--- config.mk ---
export PLATFORM = sky130hd
export DESIGN_NAME = mem_xfer_ctrl_flat
export DESIGN_NICKNAME = d
export VERILOG_FILES = /design/src/rtl/mem_bus_if.sv /design/src/rtl/mem_xfer_ctrl.sv /design/src/flat_wrapper.sv
export SDC_FILE = /design/constraint.sdc
export NUM_CORES = 1
export LEC_CHECK = 0
export CORE_MARGIN = 5
export CORE_UTILIZATION = 43
export CTS_CLUSTER_DIAMETER = 200
export DETAILED_ROUTE_END_ITERATION = 10
export PLACE_DENSITY = 0.81
export SLEW_MARGIN = 40
export SYNTH_ARGS = -nofsm -noshare
export SYNTH_HDL_FRONTEND = slang
export SYNTH_SLANG_ARGS = --single-unit
--- constraint.sdc ---
create_clock -name clk -period 1.6 [get_ports clk]
set_input_delay 0.32 -clock clk [delete_from_list [all_inputs] [get_ports clk]]
set_output_delay 0.32 -clock clk [all_outputs]
set_load 0.01 [all_outputs]
--- src/rtl/mem_bus_if.sv ---
// Strobe/acknowledge bus between the transfer controller and external memory.
// The controller is the master and the memory is the slave.
interface mem_bus_if #(
    parameter int DATA_WIDTH = 8,
    parameter int ADDR_WIDTH = 8
);
    logic [ADDR_WIDTH-1:0] mem_addr;
    logic [DATA_WIDTH-1:0] mem_wdata;
    logic [DATA_WIDTH-1:0] mem_rdata;
    logic                  mem_rd;
    logic                  mem_wr;
    logic                  mem_ack;

    modport master (
        output mem_addr, mem_wdata, mem_rd, mem_wr,
        input  mem_rdata, mem_ack
    );

    modport slave (
        input  mem_addr, mem_wdata, mem_rd, mem_wr,
        output mem_rdata, mem_ack
    );
endinterface

--- src/rtl/mem_xfer_ctrl.sv ---
// Single-request memory transfer controller with a bounded acknowledge wait.
// Completed reads drive the MDR register stage through mdr_d/mdr_en.
module mem_xfer_ctrl #(
    parameter int DATA_WIDTH = 8,
    parameter int ADDR_WIDTH = 8,
    parameter int TIMEOUT    = 15
) (
    input  logic                  clk,
    input  logic                  rst,
    input  logic                  start,
    input  logic                  wr,
    input  logic [ADDR_WIDTH-1:0] addr,
    input  logic [DATA_WIDTH-1:0] wdata,
    output logic                  busy,
    output logic                  done,
    output logic                  err,
    output logic [DATA_WIDTH-1:0] mdr_d,
    output logic                  mdr_en,
    mem_bus_if.master             mem
);
    localparam int CNT_W = $clog2(TIMEOUT + 1);
    localparam logic [CNT_W-1:0] CNT_LAST = CNT_W'(TIMEOUT - 1);

    typedef enum logic [2:0] {IDLE, SETUP, WAIT, DONE, ERR} state_t;

    state_t           state;
    logic             op_wr;
    logic [CNT_W-1:0] cnt;

    // NOTE: every register here is written with <= so all of them update
    // together from the values sampled at the same clock edge.
    always_ff @(posedge clk) begin
        if (rst) begin
            state         <= IDLE;
            op_wr         <= 1'b0;
            cnt           <= '0;
            busy          <= 1'b0;
            done          <= 1'b0;
            err           <= 1'b0;
            mdr_en        <= 1'b0;
            mdr_d         <= '0;
            mem.mem_addr  <= '0;
            mem.mem_wdata <= '0;
            mem.mem_rd    <= 1'b0;
            mem.mem_wr    <= 1'b0;
        end else begin
            // Pulses default low and are raised only on the entering edge.
            done   <= 1'b0;
            err    <= 1'b0;
            mdr_en <= 1'b0;

            case (state)
                IDLE: begin
                    if (start) begin
                        mem.mem_addr  <= addr;
                        mem.mem_wdata <= wdata;
                        op_wr         <= wr;
                        busy          <= 1'b1;
                        state         <= SETUP;
                    end
                end

                SETUP: begin
                    cnt        <= '0;
                    mem.mem_rd <= ~op_wr;
                    mem.mem_wr <= op_wr;
                    state      <= WAIT;
                end

                WAIT: begin
                    if (mem.mem_ack) begin
                        mem.mem_rd <= 1'b0;
                        mem.mem_wr <= 1'b0;
                        done       <= 1'b1;
                        if (!op_wr) begin
                            mdr_d  <= mem.mem_rdata;
                            mdr_en <= 1'b1;
                        end
                        state <= DONE;
                    end else if (cnt == CNT_LAST) begin
                        mem.mem_rd <= 1'b0;
                        mem.mem_wr <= 1'b0;
                        err        <= 1'b1;
                        state      <= ERR;
                    end else begin
                        cnt <= cnt + 1'b1;
                    end
                end

                DONE, ERR: begin
                    busy  <= 1'b0;
                    state <= IDLE;
                end

                default: begin
                    busy       <= 1'b0;
                    mem.mem_rd <= 1'b0;
                    mem.mem_wr <= 1'b0;
                    state      <= IDLE;
                end
            endcase
        end
    end
endmodule

--- src/flat_wrapper.sv ---
// flat-port wrapper written by rule: the top's interface ports become plain ports
module mem_xfer_ctrl_flat 
#(
    parameter int DATA_WIDTH = 8,
    parameter int ADDR_WIDTH = 8,
    parameter int TIMEOUT    = 15
)
  (clk, rst, start, wr, addr, wdata, busy, done, err, mdr_d, mdr_en, mem_mem_addr, mem_mem_wdata, mem_mem_rd, mem_mem_wr, mem_mem_rdata, mem_mem_ack);
  mem_bus_if #(.DATA_WIDTH(DATA_WIDTH), .ADDR_WIDTH(ADDR_WIDTH)) mem_i ();
  input  logic clk;
  input  logic rst;
  input  logic start;
  input  logic wr;
  input  logic [ADDR_WIDTH-1:0] addr;
  input  logic [DATA_WIDTH-1:0] wdata;
  output logic busy;
  output logic done;
  output logic err;
  output logic [DATA_WIDTH-1:0] mdr_d;
  output logic mdr_en;
  output wire logic [$bits(mem_i.mem_addr)-1:0] mem_mem_addr;
  output wire logic [$bits(mem_i.mem_wdata)-1:0] mem_mem_wdata;
  output wire logic [$bits(mem_i.mem_rd)-1:0] mem_mem_rd;
  output wire logic [$bits(mem_i.mem_wr)-1:0] mem_mem_wr;
  input wire logic [$bits(mem_i.mem_rdata)-1:0] mem_mem_rdata;
  input wire logic [$bits(mem_i.mem_ack)-1:0] mem_mem_ack;
  assign mem_mem_addr = mem_i.mem_addr;
  assign mem_mem_wdata = mem_i.mem_wdata;
  assign mem_mem_rd = mem_i.mem_rd;
  assign mem_mem_wr = mem_i.mem_wr;
  assign mem_i.mem_rdata = mem_mem_rdata;
  assign mem_i.mem_ack = mem_mem_ack;
  mem_xfer_ctrl #(.DATA_WIDTH(DATA_WIDTH), .ADDR_WIDTH(ADDR_WIDTH), .TIMEOUT(TIMEOUT)) u_core (.clk(clk), .rst(rst), .start(start), .wr(wr), .addr(addr), .wdata(wdata), .busy(busy), .done(done), .err(err), .mdr_d(mdr_d), .mdr_en(mdr_en), .mem(mem_i));
endmodule
Yosys cells after proc, flatten, opt, wreduce, memory -nomap -nowiden
Index checks and enable logic that the tools add are counted.

Add/subtract/negate cells: 1. Multipliers: 0. Divide/modulo/power cells: 0. Magnitude comparators: 0. Eq/ne operators: 9. Shift-type cells: 0. Multiplexer cells: 16. Bitwise gates (word level): 5. Reductions and logical operators: 13.

Operator list (count): 3-bit 2-to-1 mux (3); 3-bit one-hot mux with 3 select lines (1); 3-bit OR reduction (3); 4-bit 2-to-1 mux (2); 4-bit one-hot mux with 2 select lines (1); 2-bit AND reduction (4); 3-bit by 2-bit == test with 1-bit output (second input constant) (2); 1-bit 2-to-1 mux (6); 2-bit inequality test (second input constant) (3); 1-bit one-hot mux with 3 select lines (2); 3-bit AND reduction (2); 1-bit inverter (5); 4-bit by 1-bit adder with 4-bit output (second input constant) (1); 4-bit == test (second input constant) (1); 2-bit OR reduction (2); 3-bit by 1-bit == test with 1-bit output (second input constant) (1); 3-bit == test (second input constant) (1); 3-bit zero test (1); 3-bit by 2-bit inequality test with 1-bit output (second input constant) (1); 1-bit one-hot mux with 2 select lines (1); 2-bit nonzero test (1).

Bits in registers: 38. Bits in latches: 0. Memory bits (writable): 0. Bits in read-only memories: 0. Bits of input ports: 29. Output and inout port bits: 30. Word-level logic and storage cells: 56. Memories kept: 0.

Depth between registers and ports, before layout
Depth after elaboration: 4. Mapped depth: 5. Mapped depth without buffers: 5.

Worst setup path before layout
No wires, ideal clock.

Path kind: register to register. Start point: reg u_core.state[0]. End point: reg u_core.cnt[3]. Library setup time: 0.132 ns. Data arrival time: 1.256 ns. Data required time: 1.468 ns. Setup slack: 0.212 ns. Stages on the path, launching flop included: 5. Path buffers: 1. Clock period less this slack: 1.388 ns. Path through: dfxtp_1 buf_6 or4b_4 o2111ai_2 o311ai_1.

Cells in the longest elaborated chain, start to end: 3. Elaborated cells between the ends (all ways): 7. Those cells by class: eq/ne (4); mux (1); reduce/logical (2).

Ends and longest elaborated chain: from (decl) (RTL line mem_xfer_ctrl.sv:26) `state_t state;`; from (signal assigned) (RTL line mem_xfer_ctrl.sv:34) `state <= IDLE;`; from (signal assigned) (RTL line mem_xfer_ctrl.sv:59) `state <= SETUP;`; from (signal assigned) (RTL line mem_xfer_ctrl.sv:67) `state <= WAIT;`; 3-bit by 2-bit == test with 1-bit output / 3-bit by 1-bit == test with 1-bit output (equally long branches) (RTL line mem_xfer_ctrl.sv:52) `case (state)`; 2-bit inequality test (no line) / 2-bit nonzero test (equally long branches); 3-bit AND reduction (no line); to (signal assigned) (RTL line mem_xfer_ctrl.sv:86) `cnt <= cnt + 1'b1;`; to (decl) (RTL line mem_xfer_ctrl.sv:28) `logic [CNT_W-1:0] cnt;`.

Several ways; a longest one is shown, not always the timed one. A chain may end at the register's enable or synchronous reset.

Final worst setup path
Start point: reg u_core.mem.mem_wdata[6]. End point: out mem_mem_wdata[6].

RTL lines: from (decl) (RTL line mem_bus_if.sv:15) `output mem_addr, mem_wdata, mem_rd, mem_wr,`; from (signal assigned) (RTL line mem_xfer_ctrl.sv:56) `mem.mem_wdata <= wdata;`; to (decl) (RTL line flat_wrapper.sv:22) `output wire logic [$bits(mem_i.mem_wdata)-1:0] mem_mem_wdata;`.

No word-level cell between the ends.

==> impl_summary.md <==
Status
The run finished with clean final reports.

Power
The power density over the cells is 886 nW/um^2. The leakage component of the power is 0.867 nW. The total net switching power is 0.536 mW.

Power comes to between 2 and 2.5 mW. Internal power comes to roughly 1.6 mW. The share of total power dissipated in the clock network is 0.324. Of the total power, combinational logic draws 0.184. The switching portion of total power is 0.256. The sequential group share of total power is 0.492. Across the VDD grid, the largest voltage drop is roughly 0.00052 V.

Yosys
The count of flip-flops with a built-in enable after synthesis is 0. Ranked by total cell area, the synthesized netlist is headed by sky130_fd_sc_hd__dfxtp_1, sky130_fd_sc_hd__nand2_1, sky130_fd_sc_hd__a21oi_1. By count the netlist is led by sky130_fd_sc_hd__nand2_1, sky130_fd_sc_hd__dfxtp_1, sky130_fd_sc_hd__a21oi_1. The synthesized design contains 38 register bits. The post-synthesis cell count is about 180. The cell area after synthesis is about 1600 um^2. The share of the synthesized area in the top cell type is 0.484. The most numerous cell in the Yosys netlist is sky130_fd_sc_hd__nand2_1. Of all flip-flops after synthesis, the portion carrying an async set or reset was 0. Counting distinct cell types in the post-synthesis netlist gives 33. The biggest area contributor in the post-synthesis netlist is sky130_fd_sc_hd__dfxtp_1. The primary flip-flop cell chosen by synthesis mapping is sky130_fd_sc_hd__dfxtp_1.

Synthesis produced a netlist with a net count of between 200 and 250. For this run, the register share of the synthesized area comes to 0.484. The number of warnings reported in the yosys synthesis log is 0. The mean cell area of the mapped netlist is 8.53 um^2.

Clocking
Clock tree synthesis inserted a total of 5 buffers. The master cell of the clock root buffer is sky130_fd_sc_hd__clkbuf_8. The H-tree generated during clock tree synthesis spans 2 levels.

The clock reaches the later pin of the worst-skew pair after between 200 and 300 ps. After clock tree synthesis, the clock-pin slew on the worst setup and hold paths is 80 ps. The largest buffer count on any clock path is 2. The TritonCTS clock tree is built.

The clock sink total is 38. After clock tree synthesis, the flow added hold-fix buffers numbering 0.

Setup path
The cell with the largest stage delay on the worst path is sky130_fd_sc_hd__clkdlybuf4s50_1. The top fanout value on the critical path is 2. The category of the critical setup timing path is reg -> out.

The largest delay contributor family on the critical path is buffers and inverters. The worst setup path is launched from a flip-flop. The number of buffers and inverters on the critical path is 1. For the worst setup path, the data required time is between 1000 and 1500 ps. For the worst setup path, the data arrival time is 1220 ps. The largest stage delay on the critical path is a little under 600 ps. STA classifies the critical path endpoint as an output pin. The critical path goes through clkdlybuf4s50_1.

Final layout
The utilization after layout is 0.656. The number of nets in the layout is approximately 290. In the final layout, the multi-input gates occupy 737 um^2. After the flow finishes, the layout carries non-filler instances totaling around 300.

Across the whole layout, storage elements account for approximately 760 um^2. The layout-stage area growth over the synthesis result is 50.7%. 0 antenna diodes ended up in the layout. After filler insertion, the fill cell instance count of the layout stands at 310.

The fraction of layout cells with a size suffix above 1 is 0.122.

STA
The final clock period utilization by the worst path is 0.962. Setup repair after global routing left no endpoint under its margin. The smallest clock period supported by the final layout is computed as ~1500 ps.

The worst hold-check slack is between 400 and 500 ps. Setup violations remaining at the end of the flow were counted as 0. In this run the tightest slew margin relative to its limit is 0.750.

On the final layout, the worst clock skew is approximately 7.3 ps. The count of pins over their slew limit was 0. Derived from the worst setup path, the maximum achievable clock frequency is about 650 MHz. The worst path meets setup with a little over 60 ps of slack. The number of hold violations in the final report was 0. At the pin with the least slew margin, the transition time is approximately 370 ps.

Placement
The worst setup timing slack at the placement stage is -134 ps. Input and output buffers added on the ports amount to 58. The HPWL after detailed placement is slightly below 3000 um. The post-placement cell count is just under 300.

The congestion estimate from routability-driven global placement came to approximately 0.86.

Global routing
The peak-usage layer in the global routing report is met2. For this run, global-route usage on met1 was measured as 0.196. Global routing finished with a remaining overflow of 0. The global-route usage over all layers is 0.165. The first global-routing pass estimated between 6000 and 7000 um of wire. The global routing met2 resource utilization is 0.249. The via count of the first global-routing pass is 1491. The met3 track utilization from global routing is 0.0734. Entering global routing, the biggest net connects 29 pins. The number of antenna violations at the first check in global routing is 0.

Detailed routing
The first-pass detailed-route iteration total is 4. The final antenna-violating net count is 0. The post-detailed-routing wire length is ~4000 um.

The vias per cell is a little over 5. The first-iteration detailed-routing DRC count is between 90 and 100. The vias after detailed routing is approximately 1600. In the final routed layout, each cell accounts on average for between 10 and 15 um. The number of design rule violations left after detail routing is 0.

Floorplanning
The cell row count is 22. The initial utilization of the core area, before any placement, comes to 0.435. The die extent in x is around 70 um. The number of placed I/O pins is a little under 60. The core outline area is 3610 um^2. The die is just over 70 um tall. The die area is around 5000 um^2.

Run
The number of max-cap violations is 0.

Min path
The tightest min-delay check is of the reg -> reg type.
metrics by stage:
| step | instance area (um^2) | TNS (ps) |
|---|---|---|
| 2_1_floorplan | 1570 | 0 |
| 6_report | 2370 | 0 |
| 3_3_place_gp | 2260 | -2190 |
| 4_1_cts | 2360 | 0 |
| 5_1_grt | 2370 | 0 |
| 3_5_place_dp | 2260 | -2950 |
layer usage:
metal	wire (um)	up-vias
met4	123	0
li1	-	778
met2	1810	59
met5	0	-
met1	1700	704
met3	329	14
sequential cells by signal (all words and copies together), names as in the netlist:
name / count
u_core.cnt: 4
u_core.mdr_d: 8
u_core.busy: 1
u_core.op_wr: 1
u_core.done: 1
u_core.state: 3
u_core.mem.mem_wdata: 8
u_core.err: 1
u_core.mem.mem_wr: 1
u_core.mem.mem_rd: 1
u_core.mdr_en: 1
u_core.mem.mem_addr: 8
area by class of cell:
| type | count | area share |
|---|---|---|
| inverter | 3 | 0.00476 |
| clock buffer | 6 | 0.0349 |
| multi-input combinational | 132 | 0.311 |
| timing repair buffer | 74 | 0.296 |
| sequential | 38 | 0.322 |
| tap | 48 | 0.0254 |
| clock inverter | 2 | 0.00529 |
timing repair:
item / in CTS / in global routing
resized for setup: 0 / 2
setup buffers: 0 / 0
endpoints found under the setup margin: 0 / 3
path summary, 6_finish.rpt:
path	from	to	slack, ps	depth (start not counted)
max	u_core.mem.mem_wdata[6]$_SDFFE_PP0P_	mem_mem_wdata[6]	60	1
min	u_core.mem.mem_wr$_SDFFE_PP0P_	u_core.mem.mem_wr$_SDFFE_PP0P_	460	2
max reg2reg	u_core.cnt[0]$_SDFFE_PP0P_	u_core.cnt[2]$_SDFFE_PP0P_	110	5
min reg2reg	u_core.mem.mem_wr$_SDFFE_PP0P_	u_core.mem.mem_wr$_SDFFE_PP0P_	460	2
placed cells by master, fill, tap and decap left out, drive strengths merged, types with 2 or more instances in the layout:
cell	count
clkdlybuf4s50	58
nand2	41
dfxtp	38
a21oi	29
buf	16
nand3	12
o21ai	10
clkbuf	6
nor2	5
nor2b	4
nand2b	4
inv	3
and3	3
a31oi	2
o211ai	2
nor3	2
ha	2
or4b	2
nor3b	2
or3b	2
o2111ai	2
worst reg2reg max path, cell delays in order (launching register included):
cell                      delay, ps
sky130_fd_sc_hd__dfxtp_1        350
sky130_fd_sc_hd__inv_1           80
sky130_fd_sc_hd__ha_1           190
sky130_fd_sc_hd__nand3_1        240
sky130_fd_sc_hd__a311o_1        420
sky130_fd_sc_hd__a31oi_1        150
power groups by stage:
| stage | clock [mW] | combinational [mW] | sequential, mW |
|---|---|---|---|
| floorplan | 0 | 0.165 | 1.06 |
| global placement | 0 | 0.379 | 1.05 |
| detailed placement | 0 | 0.385 | 1.05 |
| CTS | 0.691 | 0.387 | 1.03 |
| global route | 0.732 | 0.422 | 1.04 |
| finish | 0.679 | 0.385 | 1.03 |
logic make-up after synthesis:
family	share of synthesized area
compound gates	0.184
flops	0.484
simple gates	0.265
buf+inv	0.0502
fa+ha+maj	0.0159
(Power assumes the default switching activity.)
==> RTL change: new RTL, same flow settings <==
The 5 states of `state_t` get a Gray code encoding in 3 bits.
--- a/src/rtl/mem_xfer_ctrl.sv
+++ b/src/rtl/mem_xfer_ctrl.sv
@@ -21,7 +21,7 @@
     localparam int CNT_W = $clog2(TIMEOUT + 1);
     localparam logic [CNT_W-1:0] CNT_LAST = CNT_W'(TIMEOUT - 1);
 
-    typedef enum logic [2:0] {IDLE, SETUP, WAIT, DONE, ERR} state_t;
+    typedef enum logic [2:0] {IDLE = 3'b000, SETUP = 3'b001, WAIT = 3'b011, DONE = 3'b010, ERR = 3'b110} state_t;
 
     state_t           state;
     logic             op_wr;
Formal check against the unedited RTL: no difference found for any inputs over 10 cycles, from zero or initial values and one cycle with rst high; not proved beyond that.
==> RTL change against the unedited design <==
  * Power is 5.7% lower
  * Worst setup slack lost 0.020 ns
  * Synthesized area down 3.2%
  * Utilization up 2.8 points
  * Sequential cell count is the same
  * Clock skew down 0.0054 ns
  * Design area is 2.0% lower
  * First-iteration DRC count shrank 39%
  * Wire length is 5.0% lower
  * Critical path type unchanged
==> RTL change: results (changes against the unedited design) <==
Setup path
  – CP endpoint: mdr_d[0]
  – Worst Path Max Fanout: 2 (unchanged)
  – Worst path top cell family by delay: buffers and inverters
  – WP data arrival: 1.24 ns (+0.02 ns)
  – Worst reg2reg startpoint: u_core.cnt[0]
  – Slowest CP cell: clkdlybuf4s50_1
  – Worst Setup SP: u_core.mdr_d[0]
  – Reg2Reg Depth: 7 (+2)
  – Worst path max stage delay: 0.55 ns (-0.03 ns)
  – R2R Setup Slk: 0.18 ns (+0.07 ns)
  – Reg2reg end: u_core.cnt[0]

Status
  – Status: finished clean

Clock network
  – CTS H-tree depth: 2 (unchanged)
  – Clock-pin slew on the worst setup and hold paths: 0.10 ns (+0.02 ns)
  – CTS root buf: clkbuf_4
  – TritonCTS Buffers: 5 (unchanged)
  – Worst skew pair latency: 0.34 ns (+0.05 ns)
  – CTS max path bufs: 2 (unchanged)

Placement
  – DP HPWL: 2.57 mm (-11%)
  – Routability Congestion: 0.806 (-6.7%)
  – I/O Buffers: 58 (unchanged)

Synthesis
  – Most instantiated cells after synthesis: 38 x dfxtp_1, 36 x nand2_1, 29 x a21oi_1
  – Asr flop ratio synth: 0% (unchanged)
  – Register area share after synthesis: 50.0% (+1.6 points)
  – Post-synth EDFFs: 0 (unchanged)
  – Top post-synthesis cells by area: dfxtp_1 50%, a21oi_1 9.5%, nand2_1 8.9%, nand3_1 4.0%, o21ai_0 3.3%
  – Syn nets: 209 (-2.8%)
  – Synth warn: 0 (unchanged)
  – Netlist cell types: 34 (+3.0%)

Min path
  – Min-delay src: u_core.mem.mem_addr[5]
  – Hold Path Cell Cnt: 2 (unchanged)
  – Hold Path Class: reg2reg
  – Hold endpoint: u_core.mem.mem_addr[5]

Cells and area
  – FILL cells: 267 (-14%)
  – Largest regs: u_core.mdr_d (8), u_core.mem.mem_addr (8), u_core.mem.mem_wdata (8)
  – Ant diodes: 0 (unchanged)
  – Layout cells sized above 1: 9.47% (-2.7 points)
  – # nets final: 274 (-3.9%)

Global routing
  – Vias in the first global route: 1427 (-4.3%)
  – First-pass GRT wire length: 6.34 mm (-3.6%)
  – Overall routing resource usage: 15.9% (-0.58 points)
  – Largest net degree at the start of global routing: 40 (+38%)
  – Antenna violations before repair: 0 (unchanged)

Power
  – Max VDD drop: 0.763 mV (+46%)
  – Static leakage: 1.08 nW (+24%)

STA
  – Layout Skew: 0.00191 ns (-0.00538 ns)
  – Relative slew slack: 72.3% (-2.7 points)

Drt
  – DRT iter0 DRCs: 59 (-39%)
  – Post-Route WL: 3.77 mm (-5.0%)
  – DR pass1 iterations: 4 (unchanged)
  – Vias: 1478 (-5.0%)
==> RTL change: cell types whose count changed in the layout (fill, tap and decap cells not counted), sizes merged, moves of 3 or more <==
cell and delta:
clkdlybuf4s50 -15, dlymetal6s2s +15, nand2 -5, buf -4, and3 -3, nor2 -3
==> RTL change: where the power goes <==
group	total [mW]	switching, mW	internal (mW)
Clock	0.661	0.297	0.364
Sequential	1.00	0.0210	0.984
Combinational	0.312	0.138	0.174
Total	1.98	0.456	1.52
==> RTL change: tightest hold or removal path, stage by stage, from the launching register on <==
cell and delay [ns]:
dfxtp_1 0.32, nand2_1 0.05, a21oi_1 0.05
==> RTL change: stage by stage <==
step                worst slack [ns]  instances  area [um2]  hold WS [ns]
floorplan                      0.195        178        1520         0.399
global placement             -0.0851        282        2200         0.441
detailed placement            -0.103        282        2200         0.449
CTS                           0.0238        289        2280         0.463
global route                0.000146        289        2320         0.487
finish                        0.0409        289        2320         0.460
==> RTL change: layout make-up <==
class | instances | area share (%)
Clock buffer | 6 | 2.21
Clock inverter | 1 | 1.29
Inverter | 4 | 0.647
Multi-Input combinational cell | 124 | 29.4
Sequential cell | 38 | 32.8
Tap cell | 46 | 2.48
Timing Repair Buffer | 70 | 31.1
==> RTL change: cell families (layout without fill, tap and decap cells) <==
group,count (synthesis),in the layout,synth area share [%]
and+or+nand+nor,71,71,24.4
DFF,38,38,50.0
AOI/OAI and AO/OA,51,51,18.9
buffers and inverters,16,81,5.02
adders and majority gates,2,2,1.65
==> RTL change: timing repair <==
action	in CTS	in global routing
resized for setup	0	16
setup buffers	0	0
setup endpoints to repair	0	16
==> RTL change: layer usage <==
metal,wire length (um),global-route usage (%),share of wire (%)
met3,275,6.23,7.3
met5,0,0,0
met4,51,5.21,1.4
met1,1690,19.9,45
met2,1750,25.0,47
